===== src/rtl/data_mux_sequencer.sv =====
`timescale 1ns/1ps
// Stream data mux select sequencer. It rotates output_select over the enabled channels,
// dwells a programmed number of orbits on each, and holds the output while a switch settles.
module data_mux_sequencer #(
  parameter int N_INPUTS     = 2,
  parameter int DWELL_WIDTH  = 16,
  parameter int SETTLE_WIDTH = 8
) (
  input  logic                    clk,
  input  logic                    resetn,
  input  logic                    enable,
  input  logic [15:0]             channel_mask,
  input  logic [DWELL_WIDTH-1:0]  dwell_orbits,
  input  logic [SETTLE_WIDTH-1:0] settle_cycles,
  input  logic                    fc_orbitSync,
  input  logic                    fc_linkReset,
  input  logic                    mux_out_tvalid,
  input  logic                    mux_out_tready,
  output logic [3:0]              output_select,
  output logic                    mux_hold,
  output logic                    busy,
  output logic                    no_channel,
  output logic [15:0]             switch_count
);

  // state  | meaning
  // IDLE   | stopped, select retained
  // DRAIN  | waiting for no stalled beat before committing the next channel
  // SETTLE | new channel committed, mux_hold high
  // DWELL  | counting orbits on the current channel
  typedef enum logic [1:0] {IDLE, DRAIN, SETTLE, DWELL} state_t;

  localparam logic [15:0]             IN_MASK = 16'((32'd1 << N_INPUTS) - 32'd1);
  localparam logic [DWELL_WIDTH-1:0]  D_ONE   = DWELL_WIDTH'(1);
  localparam logic [SETTLE_WIDTH-1:0] S_ONE   = SETTLE_WIDTH'(1);

  state_t                  state, state_next;
  logic [3:0]              ptr, ptr_next, sel_next, nxt_ch;
  logic                    rst_ptr, rst_ptr_next;
  logic [SETTLE_WIDTH-1:0] settle_cnt, settle_next;
  logic [DWELL_WIDTH-1:0]  orbit_cnt, orbit_next;
  logic [15:0]             swc_next, em;
  logic                    hold_next, busy_next, no_ch_next;

  // First set bit of m at or above start, wrapping modulo 16.
  function automatic logic [3:0] next_ch(input logic [15:0] m, input logic [3:0] start);
    logic [3:0] idx;
    logic       found;
    next_ch = start;
    found   = 1'b0;
    for (int i = 0; i < 16; i++) begin
      idx = start + 4'(i);
      if (!found && m[idx]) begin
        next_ch = idx;
        found   = 1'b1;
      end
    end
  endfunction

  assign em     = channel_mask & IN_MASK;
  assign nxt_ch = next_ch(em, rst_ptr ? 4'd0 : ptr + 4'd1);

  always_ff @(posedge clk) begin
    if (!resetn) begin
      state         <= IDLE;
      ptr           <= 4'd15;
      output_select <= 4'd0;
      rst_ptr       <= 1'b0;
      settle_cnt    <= '0;
      orbit_cnt     <= '0;
      switch_count  <= 16'd0;
      mux_hold      <= 1'b0;
      busy          <= 1'b0;
      no_channel    <= 1'b0;
    end else begin
      state         <= state_next;
      ptr           <= ptr_next;
      output_select <= sel_next;
      rst_ptr       <= rst_ptr_next;
      settle_cnt    <= settle_next;
      orbit_cnt     <= orbit_next;
      switch_count  <= swc_next;
      mux_hold      <= hold_next;
      busy          <= busy_next;
      no_channel    <= no_ch_next;
    end
  end

  always_comb begin
    state_next   = state;
    ptr_next     = ptr;
    sel_next     = output_select;
    rst_ptr_next = rst_ptr;
    settle_next  = settle_cnt;
    orbit_next   = orbit_cnt;
    swc_next     = switch_count;
    if (!enable) begin
      state_next = IDLE;
    end else if (fc_linkReset && state != IDLE) begin
      rst_ptr_next = 1'b1;
      state_next   = DRAIN;
    end else begin
      case (state)
        IDLE: begin
          if (em != 16'd0) begin
            rst_ptr_next = 1'b1;
            state_next   = DRAIN;
          end
        end
        DRAIN: begin
          if (em == 16'd0) begin
            state_next = IDLE;
          end else if (!(mux_out_tvalid && !mux_out_tready)) begin
            ptr_next     = nxt_ch;
            sel_next     = nxt_ch;
            rst_ptr_next = 1'b0;
            swc_next     = switch_count + 16'd1;
            settle_next  = settle_cycles;
            state_next   = SETTLE;
          end
        end
        SETTLE: begin
          if (settle_cnt == '0) begin
            orbit_next = '0;
            state_next = DWELL;
          end else begin
            settle_next = settle_cnt - S_ONE;
          end
        end
        DWELL: begin
          if (!em[ptr]) begin
            state_next = DRAIN;
          end else if (fc_orbitSync) begin
            if (dwell_orbits != '0 && orbit_cnt == dwell_orbits - D_ONE)
              state_next = DRAIN;
            else
              orbit_next = orbit_cnt + D_ONE;
          end
        end
        default: state_next = IDLE;
      endcase
    end
  end

  // Status flags are registered from the next-state decode.
  always_comb begin
    hold_next  = (state_next == SETTLE);
    busy_next  = (state_next != IDLE);
    no_ch_next = enable && (em == 16'd0);
  end

endmodule

===== config.mk =====
export PLATFORM = sky130hd
export DESIGN_NAME = data_mux_sequencer
export DESIGN_NICKNAME = d
export VERILOG_FILES = /design/src/rtl/data_mux_sequencer.sv
export SDC_FILE = /design/constraint.sdc
export NUM_CORES = 1
export LEC_CHECK = 0
export BUFFER_PORTS_ARGS = -buffer_cell sky130_fd_sc_hd__buf_2
export CELL_PAD_IN_SITES_DETAIL_PLACEMENT = 0
export CELL_PAD_IN_SITES_GLOBAL_PLACEMENT = 2
export CORE_MARGIN = 5
export CORE_UTILIZATION = 35
export CTS_BUF_LIST = sky130_fd_sc_hd__clkbuf_4 sky130_fd_sc_hd__clkbuf_8 sky130_fd_sc_hd__clkbuf_16
export DETAILED_ROUTE_END_ITERATION = 16
export MAX_ROUTING_LAYER = met4
export PLACE_DENSITY_LB_ADDON = 0.3
export SETUP_SLACK_MARGIN = 0.02
export SYNTH_ARGS = -nofsm -noshare
export SYNTH_HDL_FRONTEND = slang
export SYNTH_SLANG_ARGS = --single-unit

===== constraint.sdc =====
create_clock -name clk -period 4.9 [get_ports clk]
set_input_delay 0.49 -clock clk [delete_from_list [all_inputs] [get_ports clk]]
set_output_delay 0.49 -clock clk [all_outputs]
set_load 0.01 [all_outputs]

==> insert_results.sql <==
INSERT INTO impl_metrics (metric_group, metric, value, unit) VALUES
('sta', 'max_clock_freq', '281', 'MHz'),
('clock_tree', 'clkSlewWorstSetupHoldPaths', '0.07', 'ns'),
('worst_setup_path', 'r2r_setup_slack', '1.34', 'ns'),
('synthesis', 'syn-mean-instance-area', '7.66', 'um2'),
('routing', 'first_pass_iters', '4', ''),
('global_routing', 'grt_overflow_total', '0', ''),
('worst_hold_path', 'hold_path_end', 'settle_cnt[6]$_SDFFE_PN0P_', ''),
('synthesis', 'yosys.cell_types.count', '67', ''),
('final_layout', 'insertedDiodeCount', '0', ''),
('clock_tree', 'clkSinkCount', '54', ''),
('routing', 'routedWlPerCell', '14.4', 'um'),
('routing', 'detail_route.wirelength', '10100', 'um'),
('floorplan', 'rows', '38', ''),
('synthesis', 'yosys.area_share.simple', '34.1', '%'),
('sta', 'rsz0062_at_grt', 'no', ''),
('worst_setup_path', 'critical_path.cell_chain', 'ha_1 > nand2b_1 > inv_1 > ha_1 > or3_1 > a221oi_1 > a21oi_1 > a211o_1 > o2111a_1 > or4_1 > nand3_1', ''),
('synthesis', 'post_syn_nets', '577', ''),
('worst_setup_path', 'critPathArrivalTime', '3.79', 'ns'),
('final_layout', 'syn2layout_area_growth', '13.2', '%'),
('synthesis', 'yosys.area_share.xor_xnor', '7.31', '%'),
('worst_setup_path', 'cp_common_cell', 'ha_1', ''),
('global_routing', 'grtUsageMet2', '24.4', '%'),
('worst_hold_path', 'worst_hold_startpoint', 'settle_cnt[6]$_SDFFE_PN0P_', ''),
('power', 'leakage_power_of_the_design', '1.79', 'nW'),
('global_routing', 'gr-usage-met3', '2.23', '%'),
('routing', 'drt_first_iter_violations', '211', ''),
('synthesis', 'largest_family_of_logic_cells_by_synthesized_area', 'simple AND/OR/NAND/NOR gates', ''),
('synthesis', 'syn_inst', '516', ''),
('worst_setup_path', 'worst-r2r-cell-count', '11', ''),
('worst_setup_path', 'slowest_delay', '0.55', 'ns'),
('clock_tree', 'cts_made_buffers', '5', ''),
('final_layout', 'filler_cell_count', '1152', ''),
('clock_tree', 'clk-insertion-delay-late', '0.29', 'ns'),
('clock_tree', 'cts.repair.resized', '0', ''),
('final_layout', 'design.final.nets', '619', ''),
('synthesis', 'seq_area_frac_synth', '27.4', '%'),
('synthesis', 'ys_dominant_reg_cell', 'dfxtp_1', ''),
('placement', 'total_half_perimeter_wirelength_after_legalization_and_detailed_placement', '7660', 'um'),
('routing', 'via_per_inst', '5.38', ''),
('worst_setup_path', 'path_max_fanout', '11', ''),
('sta', 'finalWorstPathRequiredPeriod', '3.56', 'ns'),
('placement', 'placement.io_buffers', '55', ''),
('clock_tree', 'hold_fix_buffers_cts', '0', ''),
('routing', 'drc', '0', ''),
('worst_setup_path', 'slowest_stage', 'dfxtp_1', ''),
('status', 'outcome', 'completed', ''),
('synthesis', 'synth-edff-count', '0', ''),
('sta', 'timing_worst_slew_pin_value', '1.10', 'ns'),
('sta', 'timing.final.setup_violations', '0', ''),
('placement', 'gp_congestion', '0.811', ''),
('global_routing', 'gr-max-usage-layer', 'met2', ''),
('sta', 'timing_hold_violations_final', '0', ''),
('sta', 'maxSlewViolCount', '0', ''),
('global_routing', 'grt_pass1_vias', '3503', ''),
('synthesis', 'synthesis.area', '0.00395', 'mm2'),
('synthesis', 'synth-adder-area-share', '4.43', '%'),
('clock_tree', 'htree_num_levels', '2', ''),
('floorplan', 'die_y', '116', 'um'),
('synthesis', 'yosys_register_bits', '54', ''),
('clock_tree', 'tritoncts', 'done', ''),
('global_routing', 'met1_routing_resource_usage_after_global_routing', '22.2', '%'),
('clock_tree', 'clock_tree.buffer_depth', '2', ''),
('worst_setup_path', 'regToRegStartpoint', 'ptr[0]$_SDFFE_PN1P_', ''),
('floorplan', 'start_util', '36.1', '%'),
('final_layout', 'layout-drive-gt1-share', '14.1', '%'),
('worst_setup_path', 'critical_path_required', '5.14', 'ns'),
('synthesis', 'synth_async_sr_flop_share', '0', '%'),
('floorplan', 'number_of_i_o_pins', '70', ''),
('worst_hold_path', 'min_delay_path_class', 'reg -> reg', ''),
('sta', 'final.setup_skew', '0.00344', 'ns'),
('flow_run', 'cap_viol_max_count', '0', '');
-- placed cells by master, fill, tap and decap left out, types with 15 or more instances in the layout --
cell type,synthesis,layout
nand3_1,28,28
inv_1,17,17
and3_1,15,15
o21ai_0,21,21
buf_2,2,55
xnor2_1,27,27
nand2_1,56,56
dfxtp_1,54,54
and2_1,19,19
nor2_1,37,37
a21oi_1,26,26
-- per-stage QoR --
step / worst slack (ns) / hold slack (ns) / cells / area [um2] / util (%)
floorplan: 1.89 / 0.447 / 516 / 3950 / -
global placement: 1.26 / 0.463 / 691 / 4310 / 39.4
detailed placement: 1.20 / 0.474 / 691 / 4310 / 39.4
CTS: 1.35 / 0.486 / 699 / 4470 / 40.9
global route: 1.08 / 0.497 / 699 / 4470 / 40.9
finish: 1.34 / 0.487 / 699 / 4470 / 40.9
-- layer usage --
layer	up-vias	routed length, um	share of wire [%]
met2	66	4620	46
met1	1724	5040	50
met5	-	0	0
li1	1967	-	-
met4	0	70	0.69
met3	6	345	3.4
-- power by group --
group | total, mW | switching, mW | internal [mW] | leakage [nW]
combinational | 0.166 | 0.0972 | 0.0691 | 1.27
clock | 0.417 | 0.174 | 0.243 | 0.0842
sequential | 0.454 | 0.00990 | 0.444 | 0.436
total | 1.04 | 0.281 | 0.756 | 1.79
-- worst max path at each step --
stage / from / endpoint / slack (ns) / depth (start not counted)
after global routing: ptr[0]$_SDFFE_PN1P_ / output_select[0]$_SDFFE_PN0P_ / 1.08 / 11
after global placement: dwell_orbits[0] / orbit_cnt[12]$_SDFFE_PN0P_ / 1.26 / 11
after detailed placement: dwell_orbits[0] / orbit_cnt[12]$_SDFFE_PN0P_ / 1.20 / 11
final: ptr[0]$_SDFFE_PN1P_ / output_select[0]$_SDFFE_PN0P_ / 1.34 / 11
after floorplan: rst_ptr$_SDFFE_PN0P_ / output_select[0]$_SDFFE_PN0P_ / 1.89 / 12
after CTS: ptr[0]$_SDFFE_PN1P_ / output_select[0]$_SDFFE_PN0P_ / 1.35 / 11
-- tightest hold or removal path: stages (launching register included) --
cell and delay (ns):
dfxtp_1 0.34, inv_1 0.06, a21oi_1 0.05
-- layout make-up --
class | instances | area, um2 | share of cell area (%)
Tap cell | 140 | 175 | 3.91
Clock buffer | 5 | 125 | 2.80
Inverter | 18 | 67.6 | 1.51
Timing Repair Buffer | 55 | 275 | 6.15
Sequential cell | 54 | 1080 | 24.2
Multi-Input combinational cell | 424 | 2710 | 60.5
Clock inverter | 3 | 43.8 | 0.979
-- logic make-up after synthesis --
| kind of cell | after synthesis |
|---|---|
| xor+xnor | 33 |
| buf+inv | 38 |
| simple gates | 251 |
| flops | 54 |
| compound gates | 120 |
| fa+ha+maj | 14 |
| mux | 6 |
-- cells in the mapped netlist (all sizes together), types with 4 or more instances --
master | n | area share [%]
o21ai | 26 | 3.3
xnor2 | 27 | 6.0
nand4 | 9 | 1.4
o31ai | 15 | 3.0
a211oi | 5 | 0.95
and4 | 4 | 0.89
or2 | 6 | 0.95
nand2 | 56 | 5.3
nand4b | 4 | 0.89
nor3 | 14 | 1.8
xor2 | 6 | 1.3
nand2b | 11 | 1.7
a31oi | 5 | 0.79
a21boi | 6 | 1.1
inv | 18 | 1.7
and2 | 19 | 3.0
a21oi | 26 | 3.3
or4 | 12 | 2.5
dfxtp | 54 | 27
nand3 | 28 | 3.5
clkbuf | 15 | 1.4
buf | 5 | 1.0
nor2 | 37 | 3.5
or3 | 10 | 1.6
nor2b | 12 | 1.9
nor4 | 7 | 1.3
ha | 14 | 4.4
and3 | 15 | 2.4
mux2i | 4 | 1.0
-- sequential cells by signal, summed over array words and instances, names as in the netlist --
register / flops
settle_cnt: 8
switch_count: 16
mux_hold: 1
busy: 1
output_select: 4
no_channel: 1
state: 2
orbit_cnt: 16
rst_ptr: 1
ptr: 4
Power figures use the tool's default switching activity.
